$ cat src/rtl/lightpen_pkg.sv
// Shared types and helpers for the light-pen hit capture path.
package lightpen_pkg;

    localparam int unsigned MATRIX_N = 8;
    localparam int unsigned COORD_W  = 3;

    typedef enum logic [0:0] {
        StBlank,
        StInteg
    } pen_state_e;

    // True when exactly one bit is set.
    function automatic logic is_onehot8(input logic [MATRIX_N-1:0] v);
        return (v != '0) && ((v & (v - MATRIX_N'(1))) == '0);
    endfunction

endpackage

$ cat src/rtl/onehot8_enc.sv
// One-hot scan line to binary index; valid_o flags a legal one-hot input.
module onehot8_enc
    import lightpen_pkg::*;
(
    input  logic [MATRIX_N-1:0] onehot_i,
    output logic [COORD_W-1:0]  idx_o,
    output logic                valid_o
);

    always_comb begin
        idx_o = '0;
        for (int i = 0; i < MATRIX_N; i++) begin
            if (onehot_i[i]) begin
                idx_o = idx_o | COORD_W'(i);
            end
        end
        valid_o = is_onehot8(onehot_i);
    end

endmodule

$ cat src/rtl/pen_hit_capture.sv
// Correlates the light-pen photodiode with the scanned LED pixel and reports
// pixels that saw enough light during their dwell on a valid/ready port.
module pen_hit_capture
    import lightpen_pkg::*;
#(
    parameter int unsigned BLANK_CYCLES = 16,
    parameter int unsigned HIT_THRESH   = 1024,
    parameter int unsigned CNT_W        = 12
) (
    input  logic                clk,
    input  logic                rst_n,
    input  logic [MATRIX_N-1:0] led_row,
    input  logic [MATRIX_N-1:0] led_col,
    input  logic                pen_in,
    input  logic                pos_ready,
    input  logic                ovf_clr,
    output logic                pos_valid,
    output logic [COORD_W-1:0]  pos_x,
    output logic [COORD_W-1:0]  pos_y,
    output logic                pos_ovf,
    output logic                pos_err,
    output logic                frame_start
);

    localparam logic [CNT_W-1:0] BlankLast = CNT_W'(BLANK_CYCLES - 1);
    localparam logic [CNT_W-1:0] CntMax    = '1;

    logic [MATRIX_N-1:0] row_q, col_q, row_prev_q, col_prev_q;
    logic                pen_meta_q, pen_sync_q;
    pen_state_e          state_q, state_d;
    logic [CNT_W-1:0]    blank_cnt_q, blank_cnt_d, hit_cnt_q, hit_cnt_d;
    logic                dwell_ok_q, dwell_ok_d;
    logic [COORD_W-1:0]  dwell_x_q, dwell_x_d, dwell_y_q, dwell_y_d;
    logic                pos_valid_q, pos_valid_d, pos_ovf_q, pos_ovf_d, pos_err_q, pos_err_d;
    logic [COORD_W-1:0]  pos_x_q, pos_x_d, pos_y_q, pos_y_d;
    logic                frame_start_q, frame_start_d;

    logic [COORD_W-1:0]  row_idx, col_idx;
    logic                row_v, col_v, chg, hit, hit_reached;

    onehot8_enc u_row_enc (
        .onehot_i (row_q),
        .idx_o    (row_idx),
        .valid_o  (row_v)
    );

    onehot8_enc u_col_enc (
        .onehot_i (col_q),
        .idx_o    (col_idx),
        .valid_o  (col_v)
    );

    assign chg         = {row_q, col_q} != {row_prev_q, col_prev_q};
    assign hit_reached = 32'(hit_cnt_q) >= HIT_THRESH;
    assign hit         = chg && (state_q == StInteg) && hit_reached && dwell_ok_q;

    // Dwell FSM: a position change closes the dwell and latches the new pixel's
    // coordinates/legality so the close can be judged without the old inputs.
    always_comb begin
        state_d     = state_q;
        blank_cnt_d = blank_cnt_q;
        hit_cnt_d   = hit_cnt_q;
        dwell_ok_d  = dwell_ok_q;
        dwell_x_d   = dwell_x_q;
        dwell_y_d   = dwell_y_q;
        if (chg) begin
            state_d     = StBlank;
            blank_cnt_d = '0;
            hit_cnt_d   = '0;
            dwell_ok_d  = row_v && col_v;
            dwell_x_d   = col_idx;
            dwell_y_d   = row_idx;
        end else begin
            unique case (state_q)
                StBlank: begin
                    if (blank_cnt_q == BlankLast) begin
                        state_d     = StInteg;
                        blank_cnt_d = '0;
                    end else begin
                        blank_cnt_d = blank_cnt_q + CNT_W'(1);
                    end
                end
                StInteg: begin
                    if (pen_sync_q && (hit_cnt_q != CntMax)) begin
                        hit_cnt_d = hit_cnt_q + CNT_W'(1);
                    end
                end
                default: state_d = StBlank;
            endcase
        end
    end

    always_comb begin
        pos_valid_d = pos_valid_q;
        pos_x_d     = pos_x_q;
        pos_y_d     = pos_y_q;
        pos_ovf_d   = pos_ovf_q;
        pos_err_d   = pos_err_q;
        if (ovf_clr) begin
            pos_ovf_d = 1'b0;
            pos_err_d = 1'b0;
        end
        if (hit) begin
            if (!pos_valid_q || pos_ready) begin
                pos_valid_d = 1'b1;
                pos_x_d     = dwell_x_q;
                pos_y_d     = dwell_y_q;
            end else begin
                pos_ovf_d = 1'b1;
            end
        end else if (pos_valid_q && pos_ready) begin
            pos_valid_d = 1'b0;
        end
        if (!row_v || !col_v) begin
            pos_err_d = 1'b1;
        end
        frame_start_d = chg && (row_q == MATRIX_N'(1)) && (col_q == MATRIX_N'(1));
    end

    always_ff @(posedge clk or negedge rst_n) begin
        if (!rst_n) begin
            row_q         <= MATRIX_N'(1);
            col_q         <= MATRIX_N'(1);
            row_prev_q    <= MATRIX_N'(1);
            col_prev_q    <= MATRIX_N'(1);
            pen_meta_q    <= 1'b0;
            pen_sync_q    <= 1'b0;
            state_q       <= StBlank;
            blank_cnt_q   <= '0;
            hit_cnt_q     <= '0;
            dwell_ok_q    <= 1'b0;
            dwell_x_q     <= '0;
            dwell_y_q     <= '0;
            pos_valid_q   <= 1'b0;
            pos_x_q       <= '0;
            pos_y_q       <= '0;
            pos_ovf_q     <= 1'b0;
            pos_err_q     <= 1'b0;
            frame_start_q <= 1'b0;
        end else begin
            row_q         <= led_row;
            col_q         <= led_col;
            row_prev_q    <= row_q;
            col_prev_q    <= col_q;
            pen_meta_q    <= pen_in;
            pen_sync_q    <= pen_meta_q;
            state_q       <= state_d;
            blank_cnt_q   <= blank_cnt_d;
            hit_cnt_q     <= hit_cnt_d;
            dwell_ok_q    <= dwell_ok_d;
            dwell_x_q     <= dwell_x_d;
            dwell_y_q     <= dwell_y_d;
            pos_valid_q   <= pos_valid_d;
            pos_x_q       <= pos_x_d;
            pos_y_q       <= pos_y_d;
            pos_ovf_q     <= pos_ovf_d;
            pos_err_q     <= pos_err_d;
            frame_start_q <= frame_start_d;
        end
    end

    assign pos_valid   = pos_valid_q;
    assign pos_x       = pos_x_q;
    assign pos_y       = pos_y_q;
    assign pos_ovf     = pos_ovf_q;
    assign pos_err     = pos_err_q;
    assign frame_start = frame_start_q;

endmodule

$ cat config.mk
export PLATFORM = sky130hd
export DESIGN_NAME = pen_hit_capture
export DESIGN_NICKNAME = d
export VERILOG_FILES = /design/src/rtl/lightpen_pkg.sv /design/src/rtl/onehot8_enc.sv /design/src/rtl/pen_hit_capture.sv
export SDC_FILE = /design/constraint.sdc
export NUM_CORES = 1
export LEC_CHECK = 0
export BUFFER_PORTS_ARGS = -buffer_cell sky130_fd_sc_hd__buf_2
export CORE_ASPECT_RATIO = 2
export CORE_MARGIN = 2
export CORE_UTILIZATION = 35
export CTS_BUF_LIST = sky130_fd_sc_hd__clkbuf_4 sky130_fd_sc_hd__clkbuf_8 sky130_fd_sc_hd__clkbuf_16
export CTS_CLUSTER_SIZE = 20
export DETAILED_ROUTE_END_ITERATION = 8
export PLACE_DENSITY = 0.52
export RECOVER_POWER = 25
export SYNTH_ARGS = -nofsm -noshare
export SYNTH_HDL_FRONTEND = slang
export SYNTH_SLANG_ARGS = --single-unit
$ cat constraint.sdc
create_clock -name clk -period 1.85 [get_ports clk]
set_clock_uncertainty 0.15 [all_clocks]
set_input_delay 0.2775 -clock clk [delete_from_list [all_inputs] [get_ports clk]]
set_output_delay 0.2775 -clock clk [all_outputs]
set_load 0.05 [all_outputs]
==> results of run 1 <==
how the worst max path moves through the flow:
stage | slack (ns) | end
after floorplan | -0.06 | pos_x[0]$_DFFE_PN0P_
after global placement | -0.20 | frame_start$_DFF_PN0_
after detailed placement | -0.22 | pos_x[0]$_DFFE_PN0P_
after CTS | -0.18 | pos_x[0]$_DFFE_PN0P_
after global routing | -0.29 | dwell_x_q[0]$_DFFE_PN0N_
final | -0.20 | dwell_x_q[0]$_DFFE_PN0N_
placed cells by master, fill, tap and decap left out, types with 3 or more instances in the layout:
cell            n
and3_1          5
clkbuf_16      10
nand2_1        16
buf_6           3
nor4_2          4
a21oi_1        11
o21ai_0         3
dfrtp_1        72
mux2_2          8
dlygate4sd3_1  18
inv_1           8
bufinv_16       3
nor4b_1         3
nor3_1         10
nor4_1          4
xor2_1         17
nor2_1         33
xnor2_1         9
or3_1           4
dfstp_2         3
buf_2          29
nand3_1         6
a31oi_1         8
clkbuf_1        9
buf_4          46
nor3b_1         3
or4_4           3
nand4_1         6
o21ai_1         6
power by group:
part           switching, uW  leakage [uW]  internal [uW]
Clock                    661      0.000173           1360
Combinational            115      0.000885            106
Sequential              24.9      0.000944           1710
Total                    800       0.00200           3180
flip-flops by register name, indices dropped and copies added, names as in the netlist:
signal,count
pos_y,3
pos_err,1
pen_meta_q,1
col_q,8
state_q,1
blank_cnt_q,12
frame_start,1
pos_ovf,1
dwell_ok_q,1
pos_valid,1
dwell_x_q,3
dwell_y_q,3
col_prev_q,8
row_q,8
pen_sync_q,1
row_prev_q,8
hit_cnt_q,12
pos_x,3
metal layers:
metal / track usage, % / vias up / routed length [um] / share of wire (%)
li1: - / 1273 / - / -
met3: 4.19 / 19 / 236 / 3.0
met2: 30.1 / 57 / 4630 / 58
met5: 0 / - / 0 / 0
met1: 17.0 / 1275 / 2760 / 35
met4: 10.3 / 0 / 325 / 4.1
cells in the mapped netlist, drive strengths merged (8+ instances only):
library cell	n
dfrtp	72
nor2	34
xor2	18
nand2	16
a21oi	12
nor3	12
nor4	9
o21ai	9
xnor2	9
a31oi	8
inv	8
mux2	8
nand3	8
cell type report:
cell class | instances | share of cell area (%)
Sequential cell | 76 | 40.9
Timing Repair Buffer | 109 | 17.6
Inverter | 8 | 0.645
Clock buffer | 11 | 5.29
Multi-Input combinational cell | 198 | 30.6
Clock inverter | 5 | 2.15
Tap cell | 104 | 2.79
worst max-delay path: stages (launching register included):
cell	delay [ns]
dfrtp_1	0.40
xor2_1	0.16
nor4_2	0.30
buf_4	0.16
nand4_1	0.15
buf_4	0.20
buf_12	0.15
mux2_2	0.27
what timing repair did:
| action | 4_1_cts | 5_1_grt |
|---|---|---|
| buffers inserted | 1 | 2 |
| hold buffers | 18 | 0 |
| pin swaps | 5 | 3 |
| gates cloned | 1 | 1 |
| endpoints found under the hold margin | 43 | 0 |
| setup endpoints to repair | 42 | 42 |
| gates resized for setup | 23 | 11 |
logic make-up (layout without fill, tap and decap cells):
family	Yosys count	in the layout	synth area share, %
buf+inv	17	133	2.95
flops	76	76	57.7
fa+ha+maj	3	3	1.06
xor+xnor	27	27	7.16
simple gates	113	113	18.9
mux	9	9	3.03
compound gates	46	46	9.21
through the flow:
step                total power (uW)  setup slack (ns)
finish                          3980            -0.201
global route                    4130            -0.286
CTS                             4030            -0.176
detailed placement              1950            -0.216
global placement                1940            -0.197
floorplan                       1820           -0.0580
==> flow_summary.ini, run 1 <==
[yosys]
synthCells = 291
synth-main-ff-cell = dfrtp_1
synth-edff-count = 0
ys_seq_area_share_pct = 57.7
ys_async_sr_fraction_pct = 100
yosys_register_bits = 76
synth_area_leaders = dfrtp_1 55%, xor2_1 4.8%, nor2_1 3.9%
yosys.area.top_type = dfrtp_1
synth_top_area_share_pct = 54.5
ys.warnings.count = 0
synth.avg_cell_area_um2 = 11.4
synthesis.nets = 314
synth_area_um2 = 3300
netlist-cell-type-count = 50

[cells_and_area]
fillers = 882
layout-drive-gt1-share_pct = 32.7
diodes = 0
area_growth_pct = 41.0
instances_no_fill = 511
register_area_um2 = 1910
utilization_pct = 50.3
multiInputGateArea_um2 = 1430
final_net_count = 425
fin_area_um2 = 4660

[placed_design]
dpl-instance-area_um2 = 3960
portBuffers = 30
gp_congestion = 0.792
dp_hpwl_um = 5570
dp_cells = 473

[sta]
fin_ws_ns = -0.201
setup_viol = 42
fin_setup_tns_ns = -4.91
clock.fmax_ghz = 0.488
tightestPinTransition_ns = 0.473
max_slew_margin_pct = 68.3
whs_ns = 0.111
fin_crit_sh_pct = 111
slew_violations = 0
rsz0062_at_grt = yes
final_hold_viol_count = 0
min_period_ns = 2.05

[setup_path]
required_ns = 1.92
cp-start-kind = register
path_max_fanout = 12
reg2reg_depth = 7
reg2reg_slack_ns = -0.20
arrival_ns = 2.12
timing.rr.end = dwell_x_q[0]$_DFFE_PN0N_
crit_type = register to register
r2r-start = col_q[6]$_DFF_PN0_
crit_path_start = col_q[6]$_DFF_PN0_
cp-end-kind = register

[detailed_routing]
route.detailed.drc = 0
wl_um = 7950
vias = 2624
drtIter0Drc = 135
vias_per_cell = 5.14
final_antenna_net_count = 0
wire_per_inst_um = 15.6
drt_pass1_iterations = 5

[worst_hold_path]
holdPathEnd = pos_ovf$_DFF_PN0_
whs_path_depth = 3
min_from = ovf_clr
hold_path.class = input port to register

[flow_run]
maxCapViolCount = 0

[global_route]
grt_max_degree = 38
antenna_found_initial = 0
grt_use_total_pct = 16.9
overflow = 0
grt_pass1_wl_um = 13000
grt_pass1_vias = 2754

[floorplanning]
die_x_um = 72.7
core_area_um2 = 9260
die_y_um = 141
die_area_um2 = 10300
num_rows = 50
num_io_pins = 31
floorplan.initialDensity_pct = 35.7

[cts]
path_clk_slew_ns = 0.06
clkLatencyLatePin_ns = 0.34
clkSinkCount = 76
cts_buffers = 9
cts-root-buf = clkbuf_16
cts_tree = built
cts_max_level = 3
clockBufferDepth = 2

[power_and_ir_drop]
p_per_area_nw_per_um2 = 854
peakVddDrop_mv = 0.702
p_leak_uw = 0.00200

[outcome]
outcome = finished with violations
violations = negative setup slack
(Power assumes the default switching activity.)
==> inputs of run 2 (changes only) <==
- CAP_MARGIN: not set -> 20
- CELL_PAD_IN_SITES_DETAIL_PLACEMENT: not set -> 1
- CELL_PAD_IN_SITES_GLOBAL_PLACEMENT: not set -> 2
- PLACE_DENSITY: 0.52 -> 0.72
==> flow_summary.ini, run 2 (synthesized netlist as in run 1, its figures left out) <==
[floorplanning]
num_io_pins = 31
core_area_um2 = 9260
floorplan.initialDensity_pct = 35.7
die_x_um = 72.7
die_y_um = 141
die_area_um2 = 10300
num_rows = 50

[cts]
clkLatencyLatePin_ns = 0.33
cts_buffers = 9
cts-root-buf = clkbuf_16
cts_tree = built
cts_max_level = 3
path_clk_slew_ns = 0.06
clockBufferDepth = 2
clkSinkCount = 76

[setup_path]
r2r-start = col_q[3]$_DFF_PN0_
cp_num_buf_inv = 1
arrival_ns = 2.11
cp-end-kind = register
cp-start-kind = register
crit_type = register to register
required_ns = 1.92
critical-path-top-delay-family = simple AND/OR/NAND/NOR gates
slowest_delay_ns = 0.42
crit_path_cell_trace = xor2_1 -> nor4_1 -> buf_4 -> nand4_1 -> o211ai_2 -> mux2_2
path_max_fanout = 6
crit_path_start = col_q[3]$_DFF_PN0_
crit_slowest_cell = dfrtp_1

[global_route]
antenna_found_initial = 0
grt_pass1_vias = 3037
grt_max_degree = 38
overflow = 0
grt_use_total_pct = 18.6
grt_pass1_wl_um = 14500

[cells_and_area]
layout_commonest_cell = dfrtp_1
layout-drive-gt1-share_pct = 34.0
final_net_count = 418
largestRegisters = blank_cnt_q: 12 flops, hit_cnt_q: 12 flops
utilization_pct = 49.4
fin_area_um2 = 4570
final_cell_mix = 71 x dfrtp_1, 51 x buf_4, 33 x nor2_1, 29 x buf_2, 18 x dlygate4sd3_1
diodes = 0
area_growth_pct = 38.4

[outcome]
outcome = finished with violations
violations = negative setup slack

[power_and_ir_drop]
p_int_uw = 3090
peakVddDrop_mv = 0.673
p_comb_share_pct = 5.8
swShare_pct = 20.8
p_sw_uw = 809
p_per_area_nw_per_um2 = 852
clock_power_share_pct = 49.6
p_leak_uw = 0.00197
sequentialPowerShare_pct = 44.6

[sta]
rsz0062_at_grt = yes
clock.fmax_ghz = 0.491
setup_viol = 34
min_period_ns = 2.04
final_hold_viol_count = 0
slew_violations = 0
max_slew_margin_pct = 67.8
fin_crit_sh_pct = 110
tightestPinTransition_ns = 0.479
fin_ws_ns = -0.187

[placed_design]
dpl-instance-area_um2 = 3930
portBuffers = 30
dp_hpwl_um = 6190
gp_congestion = 0.766

[worst_hold_path]
hold_path.class = input port to register
min_from = ovf_clr

[detailed_routing]
drtIter0Drc = 70
vias = 2656
vias_per_cell = 5.27
wire_per_inst_um = 16.7
route.detailed.drc = 0
wl_um = 8430
final_antenna_net_count = 0
drt_pass1_iterations = 4

[flow_run]
maxCapViolCount = 0
[run 2: cell type report]
class	count	area [um^2]
repair buffers	102	762
fillers	1002	4690
flip-flops and latches	76	1910
clock inverters	4	72.6
well taps	104	130
inverters	8	30.0
clock buffers	12	260
multi-input cells	198	1410
[run 2: worst register-to-register path: stages (launching register included)]
cell and delay (ns):
dfrtp_1 0.42, xor2_1 0.16, nor4_1 0.28, buf_4 0.17, nand4_1 0.15, o211ai_2 0.21
mux2_2 0.39
[run 2: power by group through the flow]
stage | registers [uW] | logic [uW] | clock network, uW
2_1_floorplan | 1770 | 53.2 | 0
3_3_place_gp | 1760 | 181 | 0
3_5_place_dp | 1760 | 185 | 0
4_1_cts | 1740 | 220 | 1990
5_1_grt | 1740 | 253 | 2040
6_report | 1740 | 227 | 1930
[run 2: per-layer routing]
layer,global-route usage [%],vias to the layer above,wire (um),share of wire [%]
li1,-,1258,-,-
met1,18.8,1327,3000,36
met2,34.4,46,4840,57
met3,3.13,25,192,2.3
met4,11.1,0,402,4.8
met5,0,-,0,0
[run 2: what timing repair did]
action,CTS,global route
gates resized for setup,8,18
hold buffers,18,0
setup endpoints to repair,42,42
hold endpoints to repair,38,0
pin swaps,2,6
buffers inserted,0,1
[run 2: final timing paths]
| path | end | slack (ns) | cells after the start |
|---|---|---|---|
| max in group asynchronous | row_q[0]$_DFF_PN1_ | 0.75 | 3 |
| worst max register to register | pos_y[2]$_DFFE_PN0P_ | -0.19 | 6 |
| worst min-delay path | pos_ovf$_DFF_PN0_ | 0.09 | 3 |
| worst max-delay path | pos_y[2]$_DFFE_PN0P_ | -0.19 | 6 |
| min in group asynchronous | blank_cnt_q[4]$_DFFE_PN0P_ | 0.24 | 2 |
| worst min register to register | pen_sync_q$_DFF_PN0_ | 0.21 | 0 |
[run 2: metrics by stage]
stage               power (uW)  TNS [ns]  hold slack [ns]  instances  setup slack (ns)
floorplan                 1820    -0.348           -0.168        291           -0.0580
global placement          1940     -6.50           0.0551        469            -0.245
detailed placement        1950     -5.92           0.0599        469            -0.243
CTS                       3940     -4.81           0.0800        503            -0.193
global route              4030     -9.25            0.119        504            -0.337
finish                    3900     -3.14           0.0934        504            -0.187
==> inputs of run 3 (changes only) <==
- CORE_MARGIN: 2 -> 1
- SLEW_MARGIN: not set -> 25
==> flow_summary.ini, run 3 (synthesized netlist as in run 1, its figures left out) <==
[outcome]
outcome = finished with violations
violations = design-rule violations, negative setup slack

[cells_and_area]
fillers = 979
final_cell_mix = 70 x dfrtp_1, 46 x buf_4, 32 x nor2_1, 28 x buf_2, 18 x dlygate4sd3_1
register_area_um2 = 1910
area_growth_pct = 39.2
layout-drive-gt1-share_pct = 34.3
utilization_pct = 50.7
final_net_count = 423
diodes = 0
instances_no_fill = 507
multiInputGateArea_um2 = 1460
layout_commonest_cell = dfrtp_1
largestRegisters = blank_cnt_q: 12 flops, hit_cnt_q: 12 flops

[floorplanning]
floorplan.initialDensity_pct = 36.4
die_y_um = 139
die_area_um2 = 9850
num_io_pins = 31
die_x_um = 70.7
core_area_um2 = 9070
num_rows = 49

[setup_path]
arrival_ns = 2.13
path_max_fanout = 12
crit_type = register to register
reg2reg_slack_ns = -0.22
required_ns = 1.91
cp-end-kind = register
cp-start-kind = register

[global_route]
grt_pass1_wl_um = 13800
antenna_found_initial = 0
grt_max_degree = 50
grt_pass1_vias = 2850
grt_use_total_pct = 18.3
overflow = 0

[cts]
cts_buffers = 9
clkLatencyLatePin_ns = 0.33
cts-root-buf = clkbuf_16
cts_tree = built
clkSinkCount = 76
cts_max_level = 3
path_clk_slew_ns = 0.06
clockBufferDepth = 2

[sta]
max_slew_margin_pct = 67.1
slew_violations = 0
setup_viol = 42
final_hold_viol_count = 0
min_period_ns = 2.07
fin_crit_sh_pct = 112
whs_ns = 0.0934
tightestPinTransition_ns = 0.492
fin_ws_ns = -0.221
clock.fmax_ghz = 0.483
rsz0062_at_grt = yes

[placed_design]
dp_hpwl_um = 6040
dp_cells = 467
portBuffers = 30
gp_congestion = 0.781

[flow_run]
maxCapViolCount = 0

[detailed_routing]
top_layer = met4
drt_pass1_iterations = 6
wl_met2_um = 5010
final_antenna_net_count = 0
wl_um = 8470
vias = 2637
wl_met1_um = 3110
vias_per_cell = 5.20
routed-wl-met3_um = 158
wire_per_inst_um = 16.7
route.detailed.drc = 4
drtIter0Drc = 97

[power_and_ir_drop]
peakVddDrop_mv = 0.849
p_leak_uw = 0.00195
p_per_area_nw_per_um2 = 780

[worst_hold_path]
hold_path.class = input port to register
-- run 3: worst paths after layout --
kind | cells after the start | end | start
worst max-delay path | 7 | dwell_x_q[0]$_DFFE_PN0N_ | row_prev_q[5]$_DFF_PN0_
max in group asynchronous | 3 | row_prev_q[0]$_DFF_PN1_ | rst_n
min in group asynchronous | 2 | blank_cnt_q[4]$_DFFE_PN0P_ | rst_n
worst max register to register | 7 | dwell_x_q[0]$_DFFE_PN0N_ | row_prev_q[5]$_DFF_PN0_
worst min register to register | 0 | pen_sync_q$_DFF_PN0_ | pen_meta_q$_DFF_PN0_
worst min-delay path | 3 | pos_ovf$_DFF_PN0_ | ovf_clr
-- run 3: through the flow --
stage / TNS, ns / setup slack, ns / power, uW / area, um^2
after floorplan: -0.348 / -0.0580 / 1820 / 3300
after global placement: -11.65 / -0.366 / 1940 / 3930
after detailed placement: -10.70 / -0.337 / 1950 / 3930
after CTS: -6.33 / -0.233 / 3630 / 4460
after global routing: -8.98 / -0.284 / 3730 / 4600
final: -5.66 / -0.221 / 3580 / 4600
-- run 3: metal layers --
layer,vias up,track usage [%]
met5,-,0
met4,0,7.68
met3,14,3.11
met2,36,35.5
met1,1326,18.5
li1,1261,-
-- run 3: where the power goes --
group	switching [uW]	internal, uW	leakage, uW
registers	28.0	1710	0.000942
clock network	682	939	0.000127
logic	122	106	0.000877
total	832	2750	0.00195
-- run 3: what timing repair did --
item | CTS | global route
cloned | 0 | 1
hold endpoints to repair | 42 | 0
pin swaps | 10 | 5
hold buffers | 18 | 0
endpoints found under the setup margin | 42 | 42
resized for setup | 14 | 24
buffers inserted | 1 | 5
-- run 3: critical path, cell delays in order, from the launching register on --
cell and delay (ns):
dfrtp_1 0.40, xor2_2 0.19, nor4_4 0.30, buf_4 0.15
nand4_1 0.14, buf_4 0.21, buf_12 0.14, mux2_2 0.27
-- run 3: layout make-up --
class,count,share of cell area (%)
flip-flops and latches,76,41.5
multi-input cells,198,31.8
clock inverters,6,0.871
repair buffers,107,17.2
clock buffers,10,5.20
well taps,102,2.78
inverters,8,0.653
